[config.mk]
export PLATFORM = sky130hd
export DESIGN_NAME = mem_arbiter
export DESIGN_NICKNAME = d
export VERILOG_FILES = /design/src/rtl/mem_arb_pkg.sv /design/src/rtl/mem_arb_sel.sv /design/src/rtl/mem_arbiter.sv
export SDC_FILE = /design/constraint.sdc
export NUM_CORES = 1
export LEC_CHECK = 0
export ABC_CLOCK_PERIOD_IN_PS = 3200
export CAP_MARGIN = 5
export CORE_AREA = 5 5 120 122
export CTS_BUF_LIST = sky130_fd_sc_hd__clkbuf_4
export DETAILED_ROUTE_END_ITERATION = 12
export DIE_AREA = 0 0 125 127
export GPL_TIMING_DRIVEN = 0
export PLACE_DENSITY = 0.81
export SLEW_MARGIN = 20
export SYNTH_ARGS = -nofsm -noshare
export SYNTH_HDL_FRONTEND = slang
export SYNTH_SLANG_ARGS = --single-unit
[constraint.sdc]
create_clock -name clk -period 3.2 [get_ports clk]
set_input_delay 0.64 -clock clk [delete_from_list [all_inputs] [get_ports clk]]
set_output_delay 0.64 -clock clk [all_outputs]
set_load 0.005 [all_outputs]
[src/rtl/mem_arb_pkg.sv]
// Shared types and constants for the memory arbiter.
package mem_arb_pkg;

    localparam int unsigned XLEN  = 32;
    localparam int unsigned MASKW = 8;

    // Bit positions inside the one-hot grant vector
    localparam int unsigned GNT_IFU = 0;
    localparam int unsigned GNT_LSU = 1;

    typedef enum logic [1:0] {
        ST_IDLE,
        ST_WAIT,
        ST_ACCESS,
        ST_RESP
    } state_e;

    typedef enum logic {
        OWN_IFU,
        OWN_LSU
    } owner_e;

endpackage

[src/rtl/mem_arb_sel.sv]
// Requester selection: one-hot grant from the two request valids.
// MEM_ARB_ROUND_ROBIN_EN selects round-robin on collision; otherwise LSU wins.
module mem_arb_sel
    import mem_arb_pkg::*;
(
    input  logic       ifu_valid,
    input  logic       lsu_valid,
    input  owner_e     ptr,
    output logic [1:0] grant
);

    always_comb begin
        grant = '0;
        if (ifu_valid && lsu_valid) begin
`ifdef MEM_ARB_ROUND_ROBIN_EN
            grant[GNT_IFU] = (ptr == OWN_IFU);
            grant[GNT_LSU] = (ptr == OWN_LSU);
`else
            grant[GNT_LSU] = 1'b1;
`endif
        end else begin
            grant[GNT_IFU] = ifu_valid;
            grant[GNT_LSU] = lsu_valid;
        end
    end

`ifndef MEM_ARB_ROUND_ROBIN_EN
    logic unused_ptr;
    assign unused_ptr = ptr;
`endif

endmodule

[src/rtl/mem_arbiter.sv]
// Arbitrates IFU fetches and LSU loads/stores onto a single DPI memory port.
// Build option: MEM_ARB_ROUND_ROBIN_EN (see mem_arb_sel).
module mem_arbiter
    import mem_arb_pkg::*;
#(
    parameter int unsigned LAT = 2
) (
    input  logic             clk,
    input  logic             reset,

    input  logic             ifu_req_valid,
    output logic             ifu_req_ready,
    input  logic [XLEN-1:0]  ifu_addr,
    output logic             ifu_resp_valid,
    input  logic             ifu_resp_ready,
    output logic [XLEN-1:0]  ifu_rdata,

    input  logic             lsu_req_valid,
    output logic             lsu_req_ready,
    input  logic             lsu_wen,
    input  logic [XLEN-1:0]  lsu_addr,
    input  logic [XLEN-1:0]  lsu_wdata,
    input  logic [MASKW-1:0] lsu_wmask,
    output logic             lsu_resp_valid,
    input  logic             lsu_resp_ready,
    output logic [XLEN-1:0]  lsu_rdata,

    output logic             mem_valid,
    output logic             mem_wen,
    output logic [XLEN-1:0]  mem_raddr,
    output logic [XLEN-1:0]  mem_waddr,
    output logic [XLEN-1:0]  mem_wdata,
    output logic [MASKW-1:0] mem_wmask,
    input  logic [XLEN-1:0]  mem_rdata
);

    localparam logic [3:0] LAT_LAST = 4'(LAT - 1);

    state_e           state_q, state_d;
    logic [3:0]       cnt_q, cnt_d;
    owner_e           owner_q, owner_d;
    owner_e           ptr_q, ptr_d;
    logic             wen_q, wen_d;
    logic [XLEN-1:0]  addr_q, addr_d;
    logic [XLEN-1:0]  wdata_q, wdata_d;
    logic [MASKW-1:0] wmask_q, wmask_d;
    logic [XLEN-1:0]  rdata_q, rdata_d;

    logic [1:0] grant;
    logic       idle;
    logic       resp_fire;

    mem_arb_sel u_sel (
        .ifu_valid (ifu_req_valid),
        .lsu_valid (lsu_req_valid),
        .ptr       (ptr_q),
        .grant     (grant)
    );

    assign idle      = (state_q == ST_IDLE);
    assign resp_fire = (state_q == ST_RESP) &&
                       ((owner_q == OWN_IFU) ? ifu_resp_ready : lsu_resp_ready);

    always_comb begin
        state_d = state_q;
        cnt_d   = cnt_q;
        owner_d = owner_q;
        ptr_d   = ptr_q;
        wen_d   = wen_q;
        addr_d  = addr_q;
        wdata_d = wdata_q;
        wmask_d = wmask_q;
        rdata_d = rdata_q;
        case (state_q)
            ST_IDLE: begin
                if (grant != 2'b00) begin
                    owner_d = grant[GNT_LSU] ? OWN_LSU : OWN_IFU;
                    addr_d  = grant[GNT_LSU] ? lsu_addr : ifu_addr;
                    wen_d   = grant[GNT_LSU] & lsu_wen;
                    wdata_d = grant[GNT_LSU] ? lsu_wdata : '0;
                    wmask_d = grant[GNT_LSU] ? lsu_wmask : '0;
                    cnt_d   = '0;
                    state_d = (LAT == 0) ? ST_ACCESS : ST_WAIT;
                    // Pointer only moves on contention, favouring the loser
                    if (ifu_req_valid && lsu_req_valid)
                        ptr_d = grant[GNT_LSU] ? OWN_IFU : OWN_LSU;
                end
            end
            ST_WAIT: begin
                if (cnt_q == LAT_LAST) state_d = ST_ACCESS;
                else                   cnt_d   = cnt_q + 4'd1;
            end
            ST_ACCESS: begin
                rdata_d = wen_q ? '0 : mem_rdata;
                state_d = ST_RESP;
            end
            ST_RESP: begin
                if (resp_fire) state_d = ST_IDLE;
            end
            default: state_d = ST_IDLE;
        endcase
    end

    always_ff @(posedge clk) begin
        if (reset) begin
            state_q <= ST_IDLE;
            cnt_q   <= '0;
            owner_q <= OWN_IFU;
            ptr_q   <= OWN_IFU;
            wen_q   <= 1'b0;
            addr_q  <= '0;
            wdata_q <= '0;
            wmask_q <= '0;
            rdata_q <= '0;
        end else begin
            state_q <= state_d;
            cnt_q   <= cnt_d;
            owner_q <= owner_d;
            ptr_q   <= ptr_d;
            wen_q   <= wen_d;
            addr_q  <= addr_d;
            wdata_q <= wdata_d;
            wmask_q <= wmask_d;
            rdata_q <= rdata_d;
        end
    end

    assign ifu_req_ready  = idle & grant[GNT_IFU];
    assign lsu_req_ready  = idle & grant[GNT_LSU];
    assign ifu_resp_valid = (state_q == ST_RESP) && (owner_q == OWN_IFU);
    assign lsu_resp_valid = (state_q == ST_RESP) && (owner_q == OWN_LSU);
    assign ifu_rdata      = rdata_q;
    assign lsu_rdata      = rdata_q;

    // Address/data stay on their latched values; only the strobes are gated
    assign mem_valid = (state_q == ST_ACCESS);
    assign mem_wen   = (state_q == ST_ACCESS) & wen_q;
    assign mem_raddr = addr_q;
    assign mem_waddr = addr_q;
    assign mem_wdata = wdata_q;
    assign mem_wmask = wmask_q;

endmodule

== Word-level counts from Yosys, hierarchy flattened ==
Index checks and enable logic that the tools add are counted.

* Bitwise logic cells: 5
* Reductions and logical operators: 10
* Multiplexer cells: 15
* $add $sub $neg: 1
* Equality and inequality tests: 8

{| class="wikitable"
|+ Operators by type and width
! kind !! number
|-
| $mux 32 || 3
|-
| $mux 4 || 2
|-
| $mux 8 || 1
|-
| $pmux 2 s4 || 1
|-
| $pmux 4 s2 || 1
|-
| $mux 2 || 3
|-
| $ne 2x2->1 const B || 3
|-
| $reduce_and 3->1 || 2
|-
| $add 4x1->4 const B || 1
|-
| $and 1x1->1 || 4
|-
| $eq 2x2->1 const B || 2
|-
| $eq 4x1->1 const B || 1
|-
| $logic_and 1x1->1 || 4
|-
| $mux 1 || 4
|-
| $reduce_bool 2->1 || 2
|-
| $eq 2x1->1 const B || 1
|-
| $logic_not 2->1 || 1
|-
| $ne 2x1->1 const B || 1
|-
| $reduce_and 2->1 || 1
|-
| $not 1->1 || 1
|}

* Register bits after elaboration: 112
* Logic and storage cells: 47

== Depth between registers and ports, before layout ==
Gate-level depths: netlist of run 1.

* Depth after elaboration: 5
* Depth in mapped cells: 7

== Hierarchy ==
A second synthesis of run 1 with hierarchy kept.

* Cell total of the unflattened synthesis: 545
* Area total of the unflattened synthesis: 5101.1 um2

{| class="wikitable"
|+ By module, submodules not included
! module !! cells an instance !! seq. area each (um2) !! area each (um2) !! instances
|-
| mem_arbiter || 543 || 2262.2 || 5091.1 || 1
|-
| mem_arb_sel || 2 || 0.0 || 10.0 || 1
|}

== Least setup slack after synthesis of run 1 ==
OpenSTA, ideal clock, no wires.

* Path type: input to output
* From: input port lsu_req_valid
* To: output port lsu_req_ready
* Path slack: 1230 ps
* Arrival time: 1330 ps
* Buffers on the path: 3
* Stages on the path: 4
* Cells stage by stage: buf_2 and2_1 clkbuf_1 buf_2

* Word-level cells in the longest chain between the ends: 3

{| class="wikitable"
|+ RTL lines
! element !! RTL line !! text
|-
| start, declared || mem_arbiter.sv:18 || <nowiki>input logic lsu_req_valid,</nowiki>
|-
| $logic_and 1x1->1 || - ||
|-
| $mux 1 * || mem_arb_sel.sv:14 || <nowiki>if (ifu_valid && lsu_valid) begin</nowiki>
|-
| $and 1x1->1 * || mem_arbiter.sv:129 || <nowiki>assign lsu_req_ready = idle & grant[GNT_LSU];</nowiki>
|-
| end, declared || mem_arbiter.sv:19 || <nowiki>output logic lsu_req_ready,</nowiki>
|}

Every way passes the cells marked *; elsewhere a longest branch is shown, timed or not.

== Worst setup path in the final report of run 1 ==
* From: register state_q[0]
* To: output port lsu_req_ready

* Word-level cells in the longest chain between the ends: 2

{| class="wikitable"
|+ RTL lines
! element !! RTL line !! text
|-
| start, declared || mem_arbiter.sv:39 || <nowiki>state_e state_q, state_d;</nowiki>
|-
| start signal, assigned || mem_arbiter.sv:116 || <nowiki>state_q <= state_d;</nowiki>
|-
| $logic_not 2->1 || mem_arbiter.sv:60 || <nowiki>assign idle = (state_q == ST_IDLE);</nowiki>
|-
| $and 1x1->1 || mem_arbiter.sv:129 ||
|}

No other way between the ends.

==> reports/qor.csv, run 1 <==
metric,value,unit
clockRootBuffer,clkbuf_4,
relSlewSlack,61.8,%
gr-usage-met3,5.88,%
p_leak,0.00337,uW
postSynthAreaPerCell,9.08,um^2
hold_class,reg2reg,
routed_wl,16600,um
syn_to_final_growth,72.3,%
clock_path_buffers,2,
synth_cell_types,31,
peakVddDrop,299,uV
timing.rr.start,cnt_q[0]$_SDFFE_PP0P_,
r2r_slack,1.40,ns
initial_utilization,37.2,%
io_pins,317,
synthTopCellsByArea,"dfxtp_1 (46%), buf_4 (9.9%), nor2_1 (8.4%)",
rows,42,
ant_nets,0,
seqCellArea,2240,um^2
fillers,1105,
worstSetupEndpointType,output port,
yosysWarnings,0,
crit_path_max_fanout,10,
synth_seq_cells,112,
drt-pass1-iter-count,4,
drtIter0Drc,228,
critical_path.reg2reg.endpoint,state_q[1]$_SDFFE_PP0P_,
post_cts_buffers,0,
syn_inst,537,
numCtsBuffers,9,
whs_path_depth,2,
async_flop_share,0,%
worst_slew_pin_slew,0.572,ns
grt_pass1_vias,4863,
drive_gt1_share,11.4,%
die_h,127,um
reg2reg_depth,5,
clk_pin_slew,0.16,ns
startpoint_type,flop,
timing.fmax,341,MHz
hp-start,cnt_q[3]$_SDFFE_PP0P_,
period_needed,2.93,ns
vias_per_cell,4.68,
dp_cells,1027,
clk_latency,0.47,ns
final_cells,1043,
drc,0,
use_met1,23.9,%
syn-cell-area,4870,um^2
status,"complete, no violations",
maxCapViolCount,0,
cp.required,2.56,ns
worstHoldEndpoint,cnt_q[3]$_SDFFE_PP0P_,
setup_viol,0,
cts_sinks,112,
synth_top_flop_cell,dfxtp_1,
tritoncts,yes,
rsz0062_at_grt,no,
post-route-period-util,91.6,%
wl_per_cell,15.9,um
hpwl,13300,um
gr-usage-met2,33.7,%
grtUsageTotal,20.1,%
yosysMostFrequentCell,dfxtp_1,
multi_input_area,1970,um^2
synth_nets,686,
place_congestion,0.791,
slew_viol_final,0,
io_buffers,314,
fin_worst_skew,0.0202,ns
fin_setup_tns,0,ns
cp_data_arrival_time,2.29,ns
top_usage_layer,met2,
core,13100,um^2
hold_viol,0,
vias,4882,
dieArea,15900,um^2
grt_max_degree,18,
antenna_found_initial,1,
grt_pass1_wl,25900,um
h-tree-depth,3,
synth_edf_count,0,
fin_nets,1010,
ys_seq_area_share,46.0,%
powerDensity,626,nW/um^2
crit_type,reg2out,
yosys.area.top_type,dfxtp_1,
die_x,125,um
netlist.area_leader.share,46.0,%
gr-total-overflow,0,
synth.top_cells.by_count,"dfxtp_1 (112), nor2_1 (109), buf_4 (64)",
-- cells by family (layout without fill, tap and decap cells) --
family          count (synthesis)  after routing  synth area share (%)
simple gates                  161            161                  15.4
compound gates                118            118                  16.6
flops                         112            112                  46.0
buf+inv                       106            434                  13.5
mux                            34             34                  6.98
fa+ha+maj                       6              6                  1.54
other cells                     0              2                     0
-- metal layers --
| layer | part of all wire, % | routed length (um) |
|---|---|---|
| met1 | 40 | 6700 |
| met2 | 48 | 7880 |
| met3 | 8.3 | 1380 |
| met4 | 3.6 | 604 |
| met5 | 0 | 0 |
-- worst max-delay path by stage --
stage	from	end	slack [ns]
after floorplan	lsu_req_valid	lsu_req_ready	1.23
after global placement	lsu_req_valid	lsu_req_ready	0.46
after detailed placement	lsu_req_valid	lsu_req_ready	0.45
after CTS	state_q[0]$_SDFFE_PP0P_	mem_wen	0.05
after global routing	state_q[0]$_SDFFE_PP0P_	mem_wen	0.10
final	state_q[0]$_SDFFE_PP0P_	lsu_req_ready	0.27
-- worst max-delay path, cell delays in order (launching register included) --
cell and delay [ns]:
dfxtp_1 0.37, inv_1 0.09, ha_1 0.29, and2_1 0.30
clkbuf_4 0.26, clkdlybuf4s50_1 0.52
-- placed cells by master (no fill, tap or decap), types with 2 or more instances in the layout --
master and count:
a22oi_1 41, and2_1 5, buf_2 14, mux2i_1 34, diode_2 2, clkdlybuf4s50_1 314
a21oi_1 37, o21ai_0 3, clkbuf_1 20, nand3_1 2, dfxtp_1 112, clkbuf_4 11
inv_1 3, nor2b_1 35, a211oi_1 32, ha_1 6, nor2_1 109, bufinv_16 2
buf_1 2, buf_4 64
-- through the flow --
step	utilization, %	hold slack [ns]	setup WS [ns]	cell area, um^2	total power [uW]
finish	64.2	0.519	0.269	8400	5260
global route	64.2	0.542	0.100	8400	5620
CTS	64.1	0.520	0.0478	8390	5310
detailed placement	62.9	0.482	0.453	8240	4520
global placement	62.9	0.476	0.456	8240	4480
floorplan	-	0.472	1.23	4870	3140
-- final cells by class --
cell class | count | share of cell area [%]
timing repair buffer | 314 | 37.4
sequential | 112 | 26.7
multi-input combinational | 319 | 23.5
buffer | 102 | 7.69
tap | 176 | 2.62
clock inverter | 5 | 0.954
clock buffer | 10 | 0.894
inverter | 3 | 0.134
antenna | 2 | 0.0596
-- state kept, by name, summed over array words and instances (netlist names) --
| register | count |
|---|---|
| mem_wdata | 32 |
| cnt_q | 4 |
| owner_q | 1 |
| mem_wmask | 8 |
| ifu_rdata | 32 |
| state_q | 2 |
| mem_raddr | 32 |
| wen_q | 1 |
-- report_power, final --
group	switching, uW	internal [uW]	total (uW)
combinational	1030	1520	2560
clock	459	323	782
sequential	236	1680	1920
-- repair_timing --
action,in CTS,in global routing
endpoints found under the setup margin,0,2
hold endpoints to repair,0,0
gates resized for setup,0,3
hold buffers,0,0
Power figures use the tool's default switching activity.
==> run 2, diff against run 1 <==
- CTS_CLUSTER_SIZE: not set -> 20
==> results of run 2 <==
The final DEF is identical to that of run 1; final timing and power are the same.
==> patch 1, RTL diff (settings of run 2) <==
Take the reset off `rdata_q` and load it in a clocked block of its own.
--- a/src/rtl/mem_arbiter.sv
+++ b/src/rtl/mem_arbiter.sv
@@ -111,7 +111,6 @@
             addr_q  <= '0;
             wdata_q <= '0;
             wmask_q <= '0;
-            rdata_q <= '0;
         end else begin
             state_q <= state_d;
             cnt_q   <= cnt_d;
@@ -121,8 +120,11 @@
             addr_q  <= addr_d;
             wdata_q <= wdata_d;
             wmask_q <= wmask_d;
-            rdata_q <= rdata_d;
         end
+    end
+
+    always_ff @(posedge clk) begin
+        rdata_q <= rdata_d;
     end
 
     assign ifu_req_ready  = idle & grant[GNT_IFU];
Behaviour: differs if reset is asserted again (counterexample within 10 cycles, from zero or initial values and one cycle with reset high); with reset held inactive, the same outputs for 10 cycles.
==> patch 1 against run 2 <==
  * Final area grew 0.15%
  * Sequential cell count is the same
  * Power shrank 1.8%
  * Wire length fell by 0.97%
  * Register-to-register slack worse by 0.06 ns
  * Area after synthesis rose by 0.33%
  * Setup slack worse by 0.040 ns
  * First-iteration DRC count shrank 1.8%
==> patch 1: results (changes against run 2) <==
| Metric | Value |
|---|---|
| Hold EP | mem_wdata[9] |
| GR Util met1 | 0.209 (-0.0294) |
| Pwr Total | 5.17 mW (-1.8%) |
| Run status | complete, no violations |
| Pint | 3.49 mW (-1.1%) |
| Via density | 4.74 (+1.2%) |
| Fill count | 1010 (-8.6%) |
| Post-synthesis compound-gate area fraction | 0.132 (-0.0333) |
| P_comb | 2.44 mW (-5%) |
| Sequential element share of the synthesized area | 0.524 (+0.0640) |
| Reg2Reg Depth | 6 (+1) |
| Hold Slack | 0.521 ns (+0.00177 ns) |
| Post-Syn Nets | 616 (-10%) |
| Worst Tran Pin Value | 0.534 ns (-0.0383 ns) |
| Largest net degree at the start of global routing | 36 (+18) |
| Reg2Reg Capture Point | cnt_q[2] |
| Post-synth top cells | dfxtp_1 (80), nor2_1 (77), buf_4 (64) |
| Routability cong. | 0.799 (+0.96%) |
| Post-Route WL | 16400 um (-0.97%) |
| Synth unique cells | 32 (+3.2%) |
| Mux contribution to synthesized area | 0.0696 (-0.000232) |
| Number of global-route vias before repair | 4903 (+0.82%) |
| EDFF count, synth | 32 (+32) |
| Nets@finish | 940 (-6.9%) |
| Routing usage on met3 | 0.0634 (+0.00459) |
| Post-detail-place hpwl | 13400 um (+1.3%) |
| Leakage | 3.27 nW (-3.0%) |
| Skew final | 0.0215 ns (+0.00131 ns) |
| Adder-Cell Fraction of Synth Area | 0.0179 (+0.00251) |
| Min-delay src | mem_wdata[9] |
| Worst path arrival time | 2.33 ns (+0.04 ns) |
| Final Non-Filler Cells | 972 (-6.8%) |
| Cells after DPL | 956 (-6.9%) |
| Global-route wire length before repair | 25300 um (-2.1%) |
| Avg Synthesized Cell Area | 10.5 um^2 (+16%) |
| Dpl ws | 0.450 ns (-0.00326 ns) |
| Initial DRC count | 224 (-1.8%) |
| Reg2Reg Setup Slack | 1.34 ns (-0.06 ns) |
| Met2 GRT Util | 0.364 (+0.0278) |
| Leading post-synthesis cells by cell area | dfxtp_1 (33%), edfxtp_1 (20%), buf_4 (9.8%) |
| Drt pass-1 iters | 5 (+1) |
| VDD IR max | 0.000333 V (+11%) |
| P_clk | 726 uW (-7.2%) |
| Layout cell share with drive strength beyond 1 | 0.123 (+0.00882) |
-- patch 1: worst max-delay path by stage --
stage / depth (start not counted) / slack (ns) / to / start
2_1_floorplan: 3 / 0.99 / mem_wen / state_q[0]
4_1_cts: 6 / 0.07 / lsu_req_ready / state_q[0]
3_5_place_dp: 5 / 0.45 / lsu_req_ready / lsu_req_valid
3_3_place_gp: 4 / 0.25 / mem_wen / state_q[0]
5_1_grt: 5 / 0.03 / lsu_req_ready / state_q[0]
6_report: 5 / 0.23 / lsu_req_ready / state_q[0]
-- patch 1: worst max-delay path, cell delays in order, from the launching register on --
cell	delay, ns
dfxtp_1	0.37
inv_1	0.16
ha_1	0.27
and2_1	0.30
clkbuf_4	0.26
clkdlybuf4s50_1	0.52
-- patch 1: area by class of cell --
type                       instances  area [um^2]  share of cell area
buffer                            95          614              0.0731
sequential                       112         2560               0.305
tap                              176          220              0.0262
multi-input combinational        255         1710               0.204
antenna                            1         2.50            0.000298
timing repair buffer             314         3140               0.374
clock buffer                      10         75.1             0.00893
clock inverter                     6         67.6             0.00803
inverter                           3         11.3             0.00134
-- patch 1: what timing repair did --
action,in CTS,in global routing
endpoints found under the setup margin,0,2
resized for setup,0,2
buffers inserted,0,0
-- patch 1: metal layers --
layer / vias to the layer above / share of wire
met2: 223 / 0.51
met3: 35 / 0.082
li1: 2207 / -
met1: 2139 / 0.38
met4: 0 / 0.030
met5: - / 0
-- patch 1: per-stage QoR --
| step | utilization | cell area [um^2] |
|---|---|---|
| final | 0.643 | 8410 |
| after global placement | 0.631 | 8250 |
| after detailed placement | 0.631 | 8260 |
| after floorplan | - | 4890 |
| after global routing | 0.643 | 8410 |
| after CTS | 0.642 | 8400 |
==> patch 2, RTL diff (config.mk and constraints of run 2) <==
Made on the original files. Build with the macro `MEM_ARB_ROUND_ROBIN_EN` defined.
--- a/src/rtl/mem_arb_sel.sv
+++ b/src/rtl/mem_arb_sel.sv
@@ -1,5 +1,7 @@
 // Requester selection: one-hot grant from the two request valids.
 // MEM_ARB_ROUND_ROBIN_EN selects round-robin on collision; otherwise LSU wins.
+`define MEM_ARB_ROUND_ROBIN_EN
+
 module mem_arb_sel
     import mem_arb_pkg::*;
 (
Behaviour: not the same (a bounded check fails within 4 cycles, from zero or initial values and one cycle with reset high).
==> patch 2 against run 2 <==
  * Sequential power is 3% higher
  * Wire length is 2.5% higher
  * Setup slack is essentially flat
  * Fmax is essentially flat
  * Power increased by 12%
  * Sequential cell count increased by 1
  * Final area rose by 2.4%
  * Worst hold slack worse by 0.012 ns
  * Area after synthesis rose by 1.2%
  * Via count is 2.3% higher
  * Largest cell class unchanged
==> patch 2: results (changes against run 2) <==
| Metric | Value |
|---|---|
| Hold EP | mem_wmask[6] |
| Max_slew headroom | 0.594 (-0.0246) |
| H-tree levels | 4 (+1) |
| Leading post-synthesis cells by cell area | dfxtp_1 (46%), buf_4 (10%), nor2_1 (8.3%) |
| R2r startpoint | state_q[0] |
| Total global-route track usage | 0.207 (+0.00560) |
| Met3 wire len | 1430 um (+3.6%) |
| Routing usage on met3 | 0.0722 (+0.0134) |
| Synth Area in XOR/XNOR | 0.00178 (+0.00178) |
| Largest net degree at the start of global routing | 17 (-1) |
| Adder-Cell Fraction of Synth Area | 0.0152 (-0.000176) |
| GR Util met1 | 0.233 (-0.00515) |
| Drt pass-1 iters | 5 (+1) |
| Mux contribution to synthesized area | 0.0690 (-0.000798) |
| Reg2Reg Capture Point | mem_raddr[7] |
| Clk slew on worst S/H paths | 0.11 ns (-0.05 ns) |
| Post-Syn Nets | 695 (+1.3%) |
| Reg2Reg Setup Slack | 1.25 ns (-0.15 ns) |
| Antenna violations before repair | 0 (-1) |
| GRT overflow | 0 (unchanged) |
| Min-delay src | mem_wmask[6] |
| Nets@finish | 1029 (+1.9%) |
| Post-Route WL | 17000 um (+2.5%) |
| Hold Slack | 0.508 ns (-0.0117 ns) |
| Post-synthesis compound-gate area fraction | 0.170 (+0.00395) |
| Reg2Reg Depth | 7 (+2) |
| Sequential element share of the synthesized area | 0.459 (-0.00119) |
| TritonCTS Buffers | 17 (+8) |
| VDD IR max | 0.000453 V (+51%) |
| Post CTS Setup Buffer Count | 0 (unchanged) |
| Run status | complete, no violations |
| Via count | 4996 (+2.3%) |
| Routability cong. | 0.810 (+2.5%) |
| Initial DRC count | 205 (-10%) |
| Met1 WL | 6730 um (+0.45%) |
| Post-synth top cells | dfxtp_1 (113), nor2_1 (109), buf_4 (67) |
| Leakage | 3.48 nW (+3.2%) |
| Layout cell share with drive strength beyond 1 | 0.123 (+0.00873) |
| Inserted Diodes | 0 (-2) |
| Number of global-route vias before repair | 5059 (+4.0%) |
| Met2 GRT Util | 0.366 (+0.0294) |
| Worst-Skew Late Latency | 0.51 ns (+0.04 ns) |
| Post-detail-place hpwl | 13400 um (+1.4%) |
| Met2 wire len | 8440 um (+7.0%) |
| CTS-repair resized insts | 2 (+2) |
| Skew final | 0.0194 ns (-0.000783 ns) |
| Global-route wire length before repair | 26500 um (+2.6%) |
==> patch 2: cell types whose count changed in the layout (fill, tap and decap cells not counted), moves of 2 or more <==
cell	change
buf_2	-10
diode_2	-2
inv_6	+3
clkinv_4	+2
clkinvlp_4	+4
buf_4	+5
clkbuf_1	+6
inv_1	+2
clkbuf_4	+6
inv_2	+2
==> patch 2: cell type report <==
type                            count  area (um^2)
Multi-Input combinational cell    324         2010
Buffer                            102          644
Fill cell                        1072         4490
Clock buffer                       17          128
Clock inverter                     15          159
Inverter                            7         26.3
Tap cell                          176          220
Sequential cell                   113         2260
Timing Repair Buffer              315         3150
==> patch 2: power by group <==
part | switching [mW] | leakage, nW | total (mW) | internal (mW)
registers | 0.251 | 0.924 | 1.97 | 1.72
clock network | 0.601 | 0.139 | 1.07 | 0.470
logic | 1.16 | 2.42 | 2.83 | 1.67
total | 2.01 | 3.48 | 5.87 | 3.86
==> patch 2: worst max-delay path, stage by stage (launching register included) <==
cell             delay, ns
dfxtp_1               0.36
inv_1                 0.09
ha_1                  0.29
inv_2                 0.11
a211oi_4              0.20
buf_4                 0.22
clkdlybuf4s50_1       0.52
==> patch 2: through the flow <==
stage               TNS (ns)  cells  cell area [um^2]  utilization  setup WS, ns
floorplan                  0    546              4930            -          1.15
global placement     -0.0107   1036              8290        0.634       -0.0107
detailed placement         0   1036              8290        0.634       0.00356
CTS                        0   1068              8590        0.656       0.00474
global route               0   1069              8600        0.657        0.0968
finish                     0   1069              8600        0.657         0.269
==> patch 2: logic make-up after synthesis <==
group                      count (synthesis)
AOI/OAI and AO/OA                        122
xor gates and xnor gates                   1
adders and majority gates                  6
buffers and inverters                    109
DFF                                      113
muxes                                     34
and+or+nand+nor                          161
